**config.mk**
```make
export PLATFORM = sky130hd
export DESIGN_NAME = rv32i_dec_flat
export DESIGN_NICKNAME = d
export VERILOG_FILES = /design/src/rtl/rv32i_dec_if.sv /design/src/rtl/rv32i_dec.sv /design/src/flat_wrapper.sv
export SDC_FILE = /design/constraint.sdc
export NUM_CORES = 1
export LEC_CHECK = 0
export ABC_AREA = 1
export ABC_CLOCK_PERIOD_IN_PS = 1800
export BUFFER_PORTS_ARGS = -buffer_cell sky130_fd_sc_hd__buf_2
export CORE_UTILIZATION = 47
export CTS_BUF_LIST = sky130_fd_sc_hd__clkbuf_4
export CTS_CLUSTER_SIZE = 14
export DETAILED_ROUTE_END_ITERATION = 10
export PLACE_DENSITY_LB_ADDON = 0.3
export REMOVE_ABC_BUFFERS = 1
export SYNTH_ARGS = -nofsm -noshare
export SYNTH_HDL_FRONTEND = slang
export SYNTH_SLANG_ARGS = --single-unit
```
**constraint.sdc**
```tcl
create_clock -name clk -period 1.8 [get_ports clk]
set_input_delay 0.18 -clock clk [delete_from_list [all_inputs] [get_ports clk]]
set_output_delay 0.18 -clock clk [all_outputs]
set_load 0.01 [all_outputs]
```
**src/rtl/rv32i_dec_if.sv**
```systemverilog
// Fetch-to-decode bundle: instruction word in, decoded fields and flags out.
// instr_id exists only when RV32I_DEC_INSTR_ID_EN is defined.
interface rv32i_dec_if #(parameter int XLEN = 32);
    logic [XLEN-1:0] instr;
    logic [XLEN-1:0] rs1;
    logic [XLEN-1:0] rs2;
    logic [XLEN-1:0] rd;
    logic [XLEN-1:0] imm;
    logic            is_R;
    logic            is_I;
    logic            is_S;
    logic            is_B;
    logic            is_U;
    logic            is_J;
    logic            rs1_valid;
    logic            rs2_valid;
    logic            rd_valid;
    logic            imm_valid;
    logic [2:0]      funct3;
    logic            funct7_b5;
    logic [6:0]      opcode;
    logic            illegal;
`ifdef RV32I_DEC_INSTR_ID_EN
    logic [5:0]      instr_id;
`endif

    modport master (
        output instr,
        input  rs1, rs2, rd, imm,
        input  is_R, is_I, is_S, is_B, is_U, is_J,
        input  rs1_valid, rs2_valid, rd_valid, imm_valid,
        input  funct3, funct7_b5, opcode, illegal
`ifdef RV32I_DEC_INSTR_ID_EN
        , input instr_id
`endif
    );

    modport slave (
        input  instr,
        output rs1, rs2, rd, imm,
        output is_R, is_I, is_S, is_B, is_U, is_J,
        output rs1_valid, rs2_valid, rd_valid, imm_valid,
        output funct3, funct7_b5, opcode, illegal
`ifdef RV32I_DEC_INSTR_ID_EN
        , output instr_id
`endif
    );
endinterface

```
**src/rtl/rv32i_dec.sv**
```systemverilog
// RV32I format decoder: register indices, sign-extended immediate, field flags; RV32I_DEC_INSTR_ID_EN adds instr_id.
// Latency one clock, one instruction accepted every cycle, no backpressure.
module rv32i_dec #(
    parameter int XLEN = 32
) (
    input  logic        clk,
    input  logic        reset,
    rv32i_dec_if.slave  dec
);

    typedef struct packed {
        logic r;
        logic i;
        logic s;
        logic b;
        logic u;
        logic j;
    } fmt_t;

    typedef struct packed {
        logic [XLEN-1:0] rs1;
        logic [XLEN-1:0] rs2;
        logic [XLEN-1:0] rd;
        logic [XLEN-1:0] imm;
        fmt_t            fmt;
        logic            rs1_valid;
        logic            rs2_valid;
        logic            rd_valid;
        logic            imm_valid;
        logic [2:0]      funct3;
        logic            funct7_b5;
        logic [6:0]      opcode;
        logic            illegal;
`ifdef RV32I_DEC_INSTR_ID_EN
        logic [5:0]      instr_id;
`endif
    } dec_t;

    logic [XLEN-1:0] instr;
    logic [4:0]      op;
    logic [2:0]      f3;
    logic [6:0]      f7;
    fmt_t            fmt;
    logic            writes_rd;
    dec_t            d;
    dec_t            q;
`ifdef RV32I_DEC_INSTR_ID_EN
    logic [5:0]      id;
`endif

    assign instr = dec.instr;
    assign op    = instr[6:2];
    assign f3    = instr[14:12];
    assign f7    = instr[31:25];

    always_comb begin
        fmt = '0;
        if (instr[1:0] == 2'b11) begin
            case (op)
                5'b01011, 5'b01100, 5'b01110, 5'b10100:          fmt.r = 1'b1;
                5'b00000, 5'b00001, 5'b00100, 5'b00110, 5'b11001: fmt.i = 1'b1;
                5'b01000, 5'b01001:                              fmt.s = 1'b1;
                5'b11000:                                        fmt.b = 1'b1;
                5'b00101, 5'b01101:                              fmt.u = 1'b1;
                5'b11011:                                        fmt.j = 1'b1;
                default:                                         fmt   = '0;
            endcase
        end
`ifdef RV32I_DEC_INSTR_ID_EN
        id = 6'd0;
        case (op)
            5'b01101: id = 6'd1;
            5'b00101: id = 6'd2;
            5'b11011: id = 6'd3;
            5'b11001: id = (f3 == 3'b000) ? 6'd4 : 6'd0;
            5'b11000: case (f3)
                3'b000: id = 6'd5;
                3'b001: id = 6'd6;
                3'b100: id = 6'd7;
                3'b101: id = 6'd8;
                3'b110: id = 6'd9;
                3'b111: id = 6'd10;
                default: id = 6'd0;
            endcase
            5'b00000: case (f3)
                3'b000: id = 6'd11;
                3'b001: id = 6'd12;
                3'b010: id = 6'd13;
                3'b100: id = 6'd14;
                3'b101: id = 6'd15;
                default: id = 6'd0;
            endcase
            5'b01000: case (f3)
                3'b000: id = 6'd16;
                3'b001: id = 6'd17;
                3'b010: id = 6'd18;
                default: id = 6'd0;
            endcase
            5'b00100: case (f3)
                3'b000: id = 6'd19;
                3'b010: id = 6'd20;
                3'b011: id = 6'd21;
                3'b100: id = 6'd22;
                3'b110: id = 6'd23;
                3'b111: id = 6'd24;
                3'b001: id = (f7 == 7'b0000000) ? 6'd25 : 6'd0;
                default: id = (f7 == 7'b0000000) ? 6'd26 :
                              (f7 == 7'b0100000) ? 6'd27 : 6'd0;
            endcase
            5'b01100: begin
                if (f7 == 7'b0000000) begin
                    case (f3)
                        3'b000:  id = 6'd28;
                        3'b001:  id = 6'd30;
                        3'b010:  id = 6'd31;
                        3'b011:  id = 6'd32;
                        3'b100:  id = 6'd33;
                        3'b101:  id = 6'd34;
                        3'b110:  id = 6'd36;
                        default: id = 6'd37;
                    endcase
                end else if (f7 == 7'b0100000) begin
                    if (f3 == 3'b000)      id = 6'd29;
                    else if (f3 == 3'b101) id = 6'd35;
                end
            end
            default: id = 6'd0;
        endcase
        // A recognised format with no matching instruction is treated as undecodable.
        if (id == 6'd0) fmt = '0;
`endif
    end

    assign writes_rd = fmt.r | fmt.i | fmt.u | fmt.j;

    always_comb begin
        d           = '0;
        d.fmt       = fmt;
        d.funct3    = f3;
        d.funct7_b5 = instr[30];
        d.opcode    = instr[6:0];
        d.illegal   = (fmt == '0);
        d.rs1_valid = fmt.r | fmt.i | fmt.s | fmt.b;
        d.rs2_valid = fmt.r | fmt.s | fmt.b;
        d.rd_valid  = writes_rd && (instr[11:7] != 5'd0);
        d.imm_valid = fmt.i | fmt.s | fmt.b | fmt.u | fmt.j;
        if (d.rs1_valid) d.rs1[4:0] = instr[19:15];
        if (d.rs2_valid) d.rs2[4:0] = instr[24:20];
        if (writes_rd)   d.rd[4:0]  = instr[11:7];
        if (fmt.i)      d.imm = {{20{instr[31]}}, instr[31:20]};
        else if (fmt.s) d.imm = {{20{instr[31]}}, instr[31:25], instr[11:7]};
        else if (fmt.b) d.imm = {{19{instr[31]}}, instr[31], instr[7], instr[30:25], instr[11:8], 1'b0};
        else if (fmt.u) d.imm = {instr[31:12], 12'b0};
        else if (fmt.j) d.imm = {{11{instr[31]}}, instr[31], instr[19:12], instr[20], instr[30:21], 1'b0};
`ifdef RV32I_DEC_INSTR_ID_EN
        d.instr_id  = (fmt == '0) ? 6'd0 : id;
`endif
    end

    always_ff @(posedge clk) begin
        if (reset) q <= '0;
        else       q <= d;
    end

    assign dec.rs1       = q.rs1;
    assign dec.rs2       = q.rs2;
    assign dec.rd        = q.rd;
    assign dec.imm       = q.imm;
    assign dec.is_R      = q.fmt.r;
    assign dec.is_I      = q.fmt.i;
    assign dec.is_S      = q.fmt.s;
    assign dec.is_B      = q.fmt.b;
    assign dec.is_U      = q.fmt.u;
    assign dec.is_J      = q.fmt.j;
    assign dec.rs1_valid = q.rs1_valid;
    assign dec.rs2_valid = q.rs2_valid;
    assign dec.rd_valid  = q.rd_valid;
    assign dec.imm_valid = q.imm_valid;
    assign dec.funct3    = q.funct3;
    assign dec.funct7_b5 = q.funct7_b5;
    assign dec.opcode    = q.opcode;
    assign dec.illegal   = q.illegal;
`ifdef RV32I_DEC_INSTR_ID_EN
    assign dec.instr_id  = q.instr_id;
`endif

endmodule

```
**src/flat_wrapper.sv**
```systemverilog
// flat-port wrapper written by rule: the top's interface ports become plain ports
module rv32i_dec_flat 
#(
    parameter int XLEN = 32
)
  (clk, reset, dec_instr, dec_rs1, dec_rs2, dec_rd, dec_imm, dec_is_R, dec_is_I, dec_is_S, dec_is_B, dec_is_U, dec_is_J, dec_rs1_valid, dec_rs2_valid, dec_rd_valid, dec_imm_valid, dec_funct3, dec_funct7_b5, dec_opcode, dec_illegal);
  rv32i_dec_if #(.XLEN(XLEN)) dec_i ();
  input  logic clk;
  input  logic reset;
  input wire logic [$bits(dec_i.instr)-1:0] dec_instr;
  output wire logic [$bits(dec_i.rs1)-1:0] dec_rs1;
  output wire logic [$bits(dec_i.rs2)-1:0] dec_rs2;
  output wire logic [$bits(dec_i.rd)-1:0] dec_rd;
  output wire logic [$bits(dec_i.imm)-1:0] dec_imm;
  output wire logic [$bits(dec_i.is_R)-1:0] dec_is_R;
  output wire logic [$bits(dec_i.is_I)-1:0] dec_is_I;
  output wire logic [$bits(dec_i.is_S)-1:0] dec_is_S;
  output wire logic [$bits(dec_i.is_B)-1:0] dec_is_B;
  output wire logic [$bits(dec_i.is_U)-1:0] dec_is_U;
  output wire logic [$bits(dec_i.is_J)-1:0] dec_is_J;
  output wire logic [$bits(dec_i.rs1_valid)-1:0] dec_rs1_valid;
  output wire logic [$bits(dec_i.rs2_valid)-1:0] dec_rs2_valid;
  output wire logic [$bits(dec_i.rd_valid)-1:0] dec_rd_valid;
  output wire logic [$bits(dec_i.imm_valid)-1:0] dec_imm_valid;
  output wire logic [$bits(dec_i.funct3)-1:0] dec_funct3;
  output wire logic [$bits(dec_i.funct7_b5)-1:0] dec_funct7_b5;
  output wire logic [$bits(dec_i.opcode)-1:0] dec_opcode;
  output wire logic [$bits(dec_i.illegal)-1:0] dec_illegal;
  assign dec_i.instr = dec_instr;
  assign dec_rs1 = dec_i.rs1;
  assign dec_rs2 = dec_i.rs2;
  assign dec_rd = dec_i.rd;
  assign dec_imm = dec_i.imm;
  assign dec_is_R = dec_i.is_R;
  assign dec_is_I = dec_i.is_I;
  assign dec_is_S = dec_i.is_S;
  assign dec_is_B = dec_i.is_B;
  assign dec_is_U = dec_i.is_U;
  assign dec_is_J = dec_i.is_J;
  assign dec_rs1_valid = dec_i.rs1_valid;
  assign dec_rs2_valid = dec_i.rs2_valid;
  assign dec_rd_valid = dec_i.rd_valid;
  assign dec_imm_valid = dec_i.imm_valid;
  assign dec_funct3 = dec_i.funct3;
  assign dec_funct7_b5 = dec_i.funct7_b5;
  assign dec_opcode = dec_i.opcode;
  assign dec_illegal = dec_i.illegal;
  rv32i_dec #(.XLEN(XLEN)) u_core (.clk(clk), .reset(reset), .dec(dec_i));
endmodule
```
Yosys cells after proc, flatten, opt, wreduce, memory -nomap -nowiden
Cells that the tools add are included.
{"block": "totals", "ff_bits": 150, "in_bits": 34, "word_cells": 73}
{"block": "classes", "eq_ne": 15, "mux": 12, "bitwise": 14, "reduce_logical": 11}
{"cell": "$mux 32", "count": 5}
{"cell": "$eq 5x4->1 const B", "count": 6}
{"cell": "$eq 5x5->1 const B", "count": 4}
{"cell": "$eq 5x3->1 const B", "count": 3}
{"cell": "$or 1x1->1", "count": 11}
{"cell": "$reduce_or 2->1", "count": 5}
{"cell": "$logic_not 6->1", "count": 1}
{"cell": "$mux 1", "count": 6}
{"cell": "$mux 6", "count": 1}
{"cell": "$eq 5x1->1 const B", "count": 1}
{"cell": "$logic_not 5->1", "count": 1}
{"cell": "$reduce_bool 5->1", "count": 1}
{"cell": "$reduce_or 5->1", "count": 1}
{"cell": "$reduce_or 4->1", "count": 1}
{"cell": "$not 1->1", "count": 3}
{"cell": "$eq 2x2->1 const B", "count": 1}
{"cell": "$logic_and 1x1->1", "count": 1}

Longest topological paths before layout
{"block": "logic_depth", "ltp_word": 9, "depth_mapped": 9, "ltp_nobuf": 9}

Least setup slack after synthesis
Ideal clock, no wire load.
{"block": "synth_timing", "path_kind": "input-to-reg", "from": "input port dec_instr[0]", "to": "register u_core.q, in the netlist u_core.dec.rd_valid", "arrival_time_ps": 967, "required_time_ps": 1682, "slack_ps": 715, "cell_stages": 8, "n_path_buf": 0, "path_cell_list": "nand2_1 > inv_1 > nand3_1 > nand2_2 > nor2_1 > nand2_2 > nand2_2 > nor2_1"}
{"block": "synth_via", "elab_chain_len": 6}
{"item": "from (decl)", "line_no": "flat_wrapper.sv:10", "source": "input wire logic [$bits(dec_i.instr)-1:0] dec_instr;"}
{"item": "$eq 2x2->1 (*)", "line_no": "rv32i_dec.sv:58", "source": "if (instr[1:0] == 2'b11) begin"}
{"item": "$mux 6 (*)", "line_no": "rv32i_dec.sv:58"}
{"item": "$or 1x1->1 (2 in a row)", "line_no": "rv32i_dec.sv:134", "source": "assign writes_rd = fmt.r | fmt.i | fmt.u | fmt.j;"}
{"item": "$or 1x1->1 (*)", "line_no": "rv32i_dec.sv:134"}
{"item": "$logic_and 1x1->1 (*)", "line_no": "rv32i_dec.sv:145", "source": "d.rd_valid = writes_rd && (instr[11:7] != 5'd0);"}
{"item": "to (signal assigned)", "line_no": "rv32i_dec.sv:161", "source": "if (reset) q <= '0;"}
{"item": "to (signal assigned)", "line_no": "rv32i_dec.sv:162", "source": "else q <= d;"}
{"item": "to (decl)", "line_no": "rv32i_dec.sv:46", "source": "dec_t q;"}
Mark *: on every way between the ends. The rest lies on a longest branch, timed or not.
A chain may end at the register's enable or synchronous reset.

Worst setup path in the final report
{"block": "layout_timing", "from": "input port dec_instr[0]", "to": "register u_core.q, in the netlist u_core.dec.imm[25]"}
{"block": "layout_via", "elab_chain_len": 7}
{"item": "$eq 2x2->1 (*)", "line_no": "rv32i_dec.sv:58"}
{"item": "$mux 6 (*)", "line_no": "rv32i_dec.sv:58"}
{"item": "$mux 32", "line_no": "rv32i_dec.sv:154", "source": "else if (fmt.j) d.imm = {{11{instr[31]}}, instr[31], instr[19:12], instr[20], instr[30:21], 1'b0};"}
{"item": "$mux 32", "line_no": "rv32i_dec.sv:153", "source": "else if (fmt.u) d.imm = {instr[31:12], 12'b0};"}
{"item": "$mux 32", "line_no": "rv32i_dec.sv:152", "source": "else if (fmt.b) d.imm = {{19{instr[31]}}, instr[31], instr[7], instr[30:25], instr[11:8], 1'b0};"}
{"item": "$mux 32", "line_no": "rv32i_dec.sv:151", "source": "else if (fmt.s) d.imm = {{20{instr[31]}}, instr[31:25], instr[11:7]};"}
{"item": "$mux 32 (*)", "line_no": "rv32i_dec.sv:150", "source": "if (fmt.i) d.imm = {{20{instr[31]}}, instr[31:20]};"}
Marked as above.

==> out/results.tsv <==
metric	value	unit
status	complete, no violations	
synth_cell_types	20	
grt_first_pass_wirelength	9150	µm
startpoint_type	input port	
fin_cells	571	
cts.sinks	69	
fin_tns_setup	0	ns
max-cap-violations	0	
numCtsBuffers	9	
yosysWarnings	0	
overflow	0	
leakage	2.23	nW
firstDrtPassIters	5	
grt_pass1_vias	2004	
path_cells	dlygate4sd3_1 > buf_2 > nand2_1 > inv_1 > nand3_2 > nand2_4 > o21ai_2 > nand2_1	
synthCells	357	
peakVddDrop	0.471	mV
grt_max_degree	23	
dieArea	0.00654	mm²
fin_util	61.3	%
setup_viol	0	
ctsHoldBuffers	27	
cp_max_fo	11	
path_buf_inv	3	
ys_ff_latch	69	
clockBufferDepth	2	
clock-root-buffer	clkbuf_4	
critPathTopFamily	buffers and inverters	
synth-seq-area-share	47.2	%
slowest_stage	dlygate4sd3_1	
die_y	80.9	µm
io_buffer_count	102	
io_pins	184	
cts_setup_buffers	0	
drc	0	
core_area	0.00596	mm²
yosysTopAreaCell	dfxtp_1	
power	3.08	mW
nets	525	
hold_viol	0	
drt_iter0_drc	91	
period_minus_slack	1.55	ns
critPathMaxStageDelay	0.53	ns
cp.required	2.12	ns
vias	2363	
cp_common_cell	nand2_1	
path_class	in2reg	
netlist_area	0.00293	mm²
max_freq	645	MHz
cts_tree	done	
grt_usage	18.9	%
wl_per_cell	10.7	µm
final_antenna_net_count	0	
htree_num_levels	3	
drt-vias-per-instance	4.14	
synthTopCellsByArea	dfxtp_1 (47%), buf_4 (21%), nand2_1 (8.5%)	
slew_viol_final	0	
arrival	1.87	ns
cts_resized	0	
rows	28	
fill_cells	529	
antenna_found_initial	0	
ff_latch_area	0.00138	mm²
fp.dieW	80.9	µm
dp.final_hpwl	4400	µm
end_kind	flip-flop	
pwr_density_cell	843	mW/mm²
dp_cells	528	
area_growth	24.9	%
syn_area_per_cell	8.19	µm²
period_share	86.2	%
clk_pin_slew	0.12	ns
diodes	0	
grt_setup_unrepaired	false	
place.gp.congestion	0.862	
drt_wl_total	6090	µm
layout-drive-gt1-share	28.4	%
hold_path_class	in2reg	
multi_input_area	0.00106	mm²
start_util	49.1	%
synth_top_cell_area_share	47.2	%
==> logic make-up after synthesis <==
logic type             Yosys count  synth area share, %
AO/OA/AOI/OAI                   11                 2.35
buffers and inverters          127                 26.9
flip-flops                      69                 47.2
other                            1                0.128
AND/OR/NAND/NOR                149                 23.4
==> area by class of cell <==
cell class              instances  share of cell area (%)
flip-flops and latches         69                    37.8
multi-input cells             241                    28.9
repair buffers                131                    22.1
inverters                      39                    4.01
clock inverters                 7                    2.71
well taps                      75                    2.57
clock buffers                   9                    1.85
==> Yosys cell counts <==
master and n:
nand3_2 8, inv_2 3, inv_1 36, nor3_1 2, nand2_4 2, nand3_1 24
clkbuf_1 4, buf_4 82, nor2_2 1, dfxtp_1 69, o21ai_0 1, nor2_4 2
nand2_2 4, nor2_1 40, conb_1 1, buf_2 2, o21ai_2 1, nand2_1 66
a21boi_1 4, a21oi_1 5
==> state kept, by name, indices dropped and copies added (netlist names), 3 cells and up <==
signal / count
u_core.dec.funct3: 3
u_core.dec.imm: 32
u_core.dec.opcode: 7
u_core.dec.rd: 5
u_core.dec.rs1: 5
u_core.dec.rs2: 5
==> placed cells by master (no fill, tap or decap), types with 4 or more instances in the layout <==
master and n:
conb_1 81, nand3_2 8, a21boi_1 4, nor2_1 40
a21oi_1 5, dlygate4sd3_1 27, nand2_1 66, buf_2 102
inv_1 36, nand2_2 4, dfxtp_1 69, clkbuf_4 9
nand3_1 24
==> through the flow <==
| step | cell area (µm²) | setup slack [ns] | hold WS (ns) |
|---|---|---|---|
| 2_1_floorplan | 2580 | 0.542 | 0.249 |
| 3_3_place_gp | 3220 | 0.400 | 0.383 |
| 3_5_place_dp | 3220 | 0.347 | 0.390 |
| 4_1_cts | 3650 | 0.268 | 0.00471 |
| 5_1_grt | 3650 | 0.107 | 0.0290 |
| 6_report | 3650 | 0.249 | 0.0177 |
==> metal layers <==
layer	GRT usage (%)	share of wire (%)	vias to the layer above
li1	-	-	1187
met1	22.3	41	1024
met2	31.1	48	134
met3	3.93	8.6	18
met4	12.3	2.6	0
met5	0	0	-
==> power breakdown <==
| part | internal (mW) | switching (mW) |
|---|---|---|
| Combinational | 0.124 | 0.225 |
| Sequential | 1.56 | 0.00881 |
| Clock | 0.569 | 0.590 |
| Total | 2.26 | 0.824 |
==> final timing paths <==
path	startpoint	end	slack, ns	cells after the start
setup / recovery	dec_instr[0]	u_core.dec.imm[25]	0.25	8
hold / removal	dec_instr[4]	u_core.dec.opcode[4]	0.02	3
Power figures use the tool's default switching activity.
